==> config.mk <==
export PLATFORM = sky130hd
export DESIGN_NAME = ss_signed_stream_to_binary_flat
export DESIGN_NICKNAME = d
export VERILOG_FILES = /design/src/rtl/snn_ss_pkg.sv /design/src/rtl/ss_signed_stream_to_binary_if.sv /design/src/rtl/ss_event_counter.sv /design/src/rtl/ss_signed_stream_to_binary.sv /design/src/flat_wrapper.sv
export SDC_FILE = /design/constraint.sdc
export NUM_CORES = 1
export LEC_CHECK = 0
export CORE_MARGIN = 1
export CORE_UTILIZATION = 33
export CTS_CLUSTER_DIAMETER = 50
export DETAILED_ROUTE_END_ITERATION = 12
export GPL_ROUTABILITY_DRIVEN = 1
export SLEW_MARGIN = 10
export SYNTH_ARGS = -nofsm -noshare
export SYNTH_HDL_FRONTEND = slang
export SYNTH_SLANG_ARGS = --single-unit
export TNS_END_PERCENT = 5
==> constraint.sdc <==
create_clock -name CLK -period 7.6 [get_ports CLK]
set_input_delay 1.14 -clock CLK [delete_from_list [all_inputs] [get_ports CLK]]
set_output_delay 1.14 -clock CLK [all_outputs]
set_load 0.01 [all_outputs]
==> src/rtl/snn_ss_pkg.sv <==
// Shared definitions for the signed stochastic-stream readout.
// Holds the conversion FSM state encoding and the derived-width helpers so
// the interface, the top and the bench all agree on counter/output widths.
package snn_ss_pkg;

  // 2'd3 is unused; the FSM treats it as illegal and falls back to IDLE.
  typedef enum logic [1:0] {
    SS_CONV_IDLE = 2'd0,
    SS_CONV_RUN  = 2'd1,
    SS_CONV_DONE = 2'd2
  } ss_conv_state_t;

  // Event counters must hold the full window count W = 2^nb_win.
  function automatic int nb_cnt(input int nb_win);
    return nb_win + 1;
  endfunction

  // Signed result spans -W..+W, one bit wider than a counter.
  function automatic int nb_out(input int nb_win);
    return nb_win + 2;
  endfunction

endpackage

==> src/rtl/ss_signed_stream_to_binary_if.sv <==
// Stream/result bundle between a signed stochastic source and the readout.
// Ports: START/IN/SIGN flow from the source (master) into the converter (slave);
// BUSY/VALID/VALUE/POS_CNT/NEG_CNT flow back from the converter.
interface ss_signed_stream_to_binary_if
  import snn_ss_pkg::*;
#(
  parameter int NB_WIN = 8
);

  localparam int NB_CNT = nb_cnt(NB_WIN);
  localparam int NB_OUT = nb_out(NB_WIN);

  logic                     START;
  logic                     IN;
  logic                     SIGN;
  logic                     BUSY;
  logic                     VALID;
  logic signed [NB_OUT-1:0] VALUE;
  logic [NB_CNT-1:0]        POS_CNT;
  logic [NB_CNT-1:0]        NEG_CNT;

  modport master (
    output START, IN, SIGN,
    input  BUSY, VALID, VALUE, POS_CNT, NEG_CNT
  );

  modport slave (
    input  START, IN, SIGN,
    output BUSY, VALID, VALUE, POS_CNT, NEG_CNT
  );

endinterface

==> src/rtl/ss_event_counter.sv <==
// Event up-counter with synchronous clear (clear wins over enable).
// Latency: count visible one cycle after the enabling edge.
// Backpressure: none; counts every enabled cycle.
// Ports: CLK clock, clr synchronous clear, en count enable, cnt current count.
module ss_event_counter #(
  parameter int NB_CNT = 9
) (
  input  logic              CLK,
  input  logic              clr,
  input  logic              en,
  output logic [NB_CNT-1:0] cnt
);

  always_ff @(posedge CLK) begin
    if (clr) begin
      cnt <= '0;
    end else if (en) begin
      cnt <= cnt + NB_CNT'(1);
    end
  end

endmodule

==> src/rtl/ss_signed_stream_to_binary.sv <==
// Integrates a sign-magnitude stochastic bitstream over 2^NB_WIN cycles into pos-neg.
// Latency: START accepted at edge t, samples at t+1..t+W, VALID high the cycle after t+W.
// Backpressure: none; START is ignored while BUSY, and START during DONE chains a new window.
// Ports: CLK clock, INIT sync active-high reset, bus (slave) carries START/IN/SIGN in and
// BUSY/VALID/VALUE/POS_CNT/NEG_CNT out.
module ss_signed_stream_to_binary
  import snn_ss_pkg::*;
#(
  parameter int NB_WIN = 8
) (
  input logic                          CLK,
  input logic                          INIT,
  ss_signed_stream_to_binary_if.slave  bus
);

  localparam int NB_CNT = nb_cnt(NB_WIN);
  localparam int NB_OUT = nb_out(NB_WIN);
  localparam logic [NB_WIN-1:0] LAST_CYC = '1;

  ss_conv_state_t           state;
  logic [NB_WIN-1:0]        cyc_cnt;
  logic [NB_CNT-1:0]        pos_cnt;
  logic [NB_CNT-1:0]        neg_cnt;
  logic [NB_CNT-1:0]        pos_nxt;
  logic [NB_CNT-1:0]        neg_nxt;
  logic signed [NB_OUT-1:0] value_nxt;
  logic signed [NB_OUT-1:0] value_q;
  logic [NB_CNT-1:0]        pos_q;
  logic [NB_CNT-1:0]        neg_q;
  logic                     busy_q;
  logic                     valid_q;
  logic                     run;
  logic                     start_ok;
  logic                     cnt_clr;
  logic                     pos_evt;
  logic                     neg_evt;

  assign run      = (state == SS_CONV_RUN);
  assign start_ok = bus.START && ((state == SS_CONV_IDLE) || (state == SS_CONV_DONE));
  assign cnt_clr  = INIT || start_ok;
  assign pos_evt  = run && bus.IN && !bus.SIGN;
  assign neg_evt  = run && bus.IN && bus.SIGN;

  ss_event_counter #(.NB_CNT(NB_CNT)) u_pos_cnt (
    .CLK (CLK),
    .clr (cnt_clr),
    .en  (pos_evt),
    .cnt (pos_cnt)
  );

  ss_event_counter #(.NB_CNT(NB_CNT)) u_neg_cnt (
    .CLK (CLK),
    .clr (cnt_clr),
    .en  (neg_evt),
    .cnt (neg_cnt)
  );

  // The last sample lands on the same edge the results are captured, so the
  // captured totals must include this cycle's event on top of the counter value.
  assign pos_nxt   = pos_cnt + NB_CNT'(pos_evt);
  assign neg_nxt   = neg_cnt + NB_CNT'(neg_evt);
  assign value_nxt = $signed({1'b0, pos_nxt}) - $signed({1'b0, neg_nxt});

  always_ff @(posedge CLK) begin
    if (INIT) begin
      state   <= SS_CONV_IDLE;
      cyc_cnt <= '0;
      busy_q  <= 1'b0;
      valid_q <= 1'b0;
      value_q <= '0;
      pos_q   <= '0;
      neg_q   <= '0;
    end else begin
      valid_q <= 1'b0;
      case (state)
        SS_CONV_IDLE: begin
          busy_q <= 1'b0;
          if (bus.START) begin
            state   <= SS_CONV_RUN;
            cyc_cnt <= '0;
            busy_q  <= 1'b1;
          end
        end
        SS_CONV_RUN: begin
          cyc_cnt <= cyc_cnt + NB_WIN'(1);
          if (cyc_cnt == LAST_CYC) begin
            state   <= SS_CONV_DONE;
            busy_q  <= 1'b0;
            valid_q <= 1'b1;
            value_q <= value_nxt;
            pos_q   <= pos_nxt;
            neg_q   <= neg_nxt;
          end
        end
        SS_CONV_DONE: begin
          if (bus.START) begin
            state   <= SS_CONV_RUN;
            cyc_cnt <= '0;
            busy_q  <= 1'b1;
          end else begin
            state  <= SS_CONV_IDLE;
            busy_q <= 1'b0;
          end
        end
        default: begin
          state  <= SS_CONV_IDLE;
          busy_q <= 1'b0;
        end
      endcase
    end
  end

  assign bus.BUSY    = busy_q;
  assign bus.VALID   = valid_q;
  assign bus.VALUE   = value_q;
  assign bus.POS_CNT = pos_q;
  assign bus.NEG_CNT = neg_q;

endmodule

==> src/flat_wrapper.sv <==
// flat-port wrapper written by rule: the top's interface ports become plain ports
module ss_signed_stream_to_binary_flat import snn_ss_pkg::*;
#(
  parameter int NB_WIN = 8
)
  (CLK, INIT, bus_START, bus_IN, bus_SIGN, bus_BUSY, bus_VALID, bus_VALUE, bus_POS_CNT, bus_NEG_CNT);
  ss_signed_stream_to_binary_if #(.NB_WIN(NB_WIN)) bus_i ();
  input logic CLK;
  input logic INIT;
  input wire logic [$bits(bus_i.START)-1:0] bus_START;
  input wire logic [$bits(bus_i.IN)-1:0] bus_IN;
  input wire logic [$bits(bus_i.SIGN)-1:0] bus_SIGN;
  output wire logic [$bits(bus_i.BUSY)-1:0] bus_BUSY;
  output wire logic [$bits(bus_i.VALID)-1:0] bus_VALID;
  output wire logic [$bits(bus_i.VALUE)-1:0] bus_VALUE;
  output wire logic [$bits(bus_i.POS_CNT)-1:0] bus_POS_CNT;
  output wire logic [$bits(bus_i.NEG_CNT)-1:0] bus_NEG_CNT;
  assign bus_i.START = bus_START;
  assign bus_i.IN = bus_IN;
  assign bus_i.SIGN = bus_SIGN;
  assign bus_BUSY = bus_i.BUSY;
  assign bus_VALID = bus_i.VALID;
  assign bus_VALUE = bus_i.VALUE;
  assign bus_POS_CNT = bus_i.POS_CNT;
  assign bus_NEG_CNT = bus_i.NEG_CNT;
  ss_signed_stream_to_binary #(.NB_WIN(NB_WIN)) u_core (.CLK(CLK), .INIT(INIT), .bus(bus_i));
endmodule
==> metrics.txt <==
Hold WC Path Type=register to register; Final Hold Viols=0; Required @ worst endpoint=7820 ps; Initial Util=34.09%; commonest non-fill, non-tap cell in the layout=dfxtp_1; 1st-pass router iterations=4; RSZ-0062 raised after global routing=false; CTS tree=yes; Core Util, Final=40.55%; ant diodes=0; count of max-cap constraint violations=0; worst reg2reg startpoint=u_core.state[0]; critical path, cell by cell=clkdlybuf4s50_1 -> nor3b_2 -> ha_1 -> ha_1 -> inv_1 -> fa_1 -> inv_1 -> maj3_2 -> maj3_2 -> a311oi_2 -> maj3_1 -> o21a_1 -> o211ai_2; sequential cell area fraction in the yosys report=38.86%; Total Routing Usage GR=13.57%; htree depth=3; CTS Hold Bufs=0; critical path class=input port to register; number of setup buffers added after CTS=0; CP delay by family, top=adder cells; Die Footprint=9439 um^2; nets@finish=386; synthesized net count=358; Hold EP=u_core.bus.VALUE[6]; worst hold stages=2; post-DP HPWL=4452 um; CTS root buf=clkbuf_8; worst-path fanout max=7; DRC Markers=0; status=finished clean; Critical Path Source Type=input port; Pleak=1.235 nW; #FFs+latches synth=58; slew at the pin with the worst max-slew slack=752.4 ps; clock buffer depth=2; Worst-Skew Late Latency=340 ps; crit end category=register; fillcell total=889; floorplan core area=8763 um^2; pwr dens=168.9 nW/um^2; RePlAce Congestion=0.7753; min-delay src=u_core.bus.VALUE[6]; Routed WL per cell=12.49 um; post-CTS resize count=0; PortBufs=34; FP Rows=34; Worst R2R End=u_core.bus.VALUE[8]; fin. max-slew vios=0; total negative setup slack=0 ps; WP data arrival=4300 ps; Fin Clk Skew=6.093 ps; largest net degree at the start of global routing=42; worst vdd ir=69.49 uV; Worst Path Buf+Inv=3; antenna violations before repair=0; total CTS buffers=9; r2r worst-path depth=12; Slew Limit Headroom=49.70%; clock transition at the registers of the reported paths=60 ps; Die H=97.16 um; vias per cell=4.878; vias in the first global route=2128; gr ovfl total=0; Pwr Total=0.6002 mW; Ports=35; Final Routed Wirelength=6018 um; commonest non-fill, non-tap cells in the layout=dfxtp_1 (58), nor2_1 (56), clkdlybuf4s50_1 (34); final worst path period share=53.78%; Post-Syn Area=2988 um^2; reg2reg setup slack=3980 ps; layout cell share with drive strength beyond 1=8.289%; Iter 0 DRT Violations=87; Via Count=2351; Layout Area Growth over Synthesis=18.93%; asr flop ratio synth=0%; Post-synth EDFFs=0; CP max stage cell=clkdlybuf4s50_1; yosys warns=0; slowest stage delay, CP=470 ps; Die X=97.16 um; Syn Area/Cell=8.762 um^2; ys flop type=dfxtp_1; first-pass GRT wire length=10330 um; Syn Inst Count=341; Peak Freq=244.7 MHz; Synth cell types=45; Final min period=4087 ps; antenna-violating nets left=0; Finish-stage setup viols=0; clk sinks=58
==> where the power goes <==
part	switching (mW)	internal, mW	total (mW)
combinational	0.0169	0.0121	0.0290
sequential	0.00237	0.306	0.308
clock	0.119	0.144	0.263
==> state kept, by name (all words and copies together), names as in the netlist <==
name / cells
u_core.bus.BUSY: 1
u_core.bus.NEG_CNT: 9
u_core.bus.POS_CNT: 9
u_core.bus.VALID: 1
u_core.bus.VALUE: 10
u_core.cyc_cnt: 8
u_core.state: 2
u_core.u_neg_cnt.cnt: 9
u_core.u_pos_cnt.cnt: 9
==> logic make-up after synthesis <==
kind of cell / Yosys count / synth area share [%]
DFF: 58 / 38.86
muxes: 3 / 1.047
xor gates and xnor gates: 45 / 14.82
buffers and inverters: 26 / 4.648
AOI/OAI and AO/OA: 54 / 12.23
and+or+nand+nor: 139 / 21.69
adders and majority gates: 16 / 6.700
==> worst register-to-register path: stages (launching register included) <==
cell and delay [ps]:
dfxtp_1 470, nor2b_1 340, and3_1 430, ha_1 320, ha_1 220, fa_1 440, inv_1 80, maj3_2 180
maj3_2 210, a311oi_2 110, maj3_1 360, o211ai_1 220, o211ai_2 120
==> layer usage <==
metal,GRT usage [%],share of wire [%]
met1,17.29,49
met2,21.56,45
met3,3.597,3.3
met4,5.855,1.7
met5,0,0
==> worst max path at each step <==
stage	from	endpoint	slack (ps)	cells after the start
after floorplan	bus_SIGN	u_core.bus.VALUE[8]	3830	12
after global placement	bus_IN	u_core.bus.VALUE[8]	3220	13
after detailed placement	bus_IN	u_core.bus.VALUE[8]	3150	13
after CTS	bus_IN	u_core.bus.VALUE[8]	3510	13
after global routing	bus_IN	u_core.bus.VALUE[8]	3340	12
final	bus_IN	u_core.bus.VALUE[8]	3510	13
==> through the flow <==
| step | std cells | setup WS, ps | hold WS, ps | instance area, um^2 |
|---|---|---|---|---|
| final | 482 | 3513 | 450.6 | 3553 |
| after global routing | 482 | 3339 | 477.6 | 3553 |
| after CTS | 482 | 3511 | 455.6 | 3553 |
| after detailed placement | 466 | 3147 | 446.4 | 3371 |
| after global placement | 466 | 3222 | 441.1 | 3371 |
| after floorplan | 341 | 3834 | 469.7 | 2988 |
==> Yosys cell counts, types with 3 or more instances <==
cell type,n,area share [%]
a211oi_1,16,4.0
a21oi_1,18,3.0
and3_1,7,1.5
buf_2,3,0.50
buf_6,4,1.5
clkbuf_1,9,1.1
dfxtp_1,58,39
ha_1,11,4.6
inv_1,7,0.88
nand2_1,33,4.1
nand2b_1,5,1.0
nand3_1,10,1.7
nand4_1,8,1.7
nor2_1,56,7.0
nor3_1,5,0.84
nor3b_1,5,1.3
o21ai_0,8,1.3
or3_1,5,1.0
xnor2_1,20,5.9
xor2_1,20,5.9
==> cell type report <==
class                      count  area [um^2]  area share (%)
multi-input combinational    257         1693           47.64
sequential                    58         1161           32.68
clock inverter                 2        10.01          0.2817
tap                          108        135.1           3.803
timing repair buffer          36        355.3           10.00
inverter                       7        26.28          0.7394
clock buffer                  14        172.7           4.859
Power figures use the tool's default switching activity.
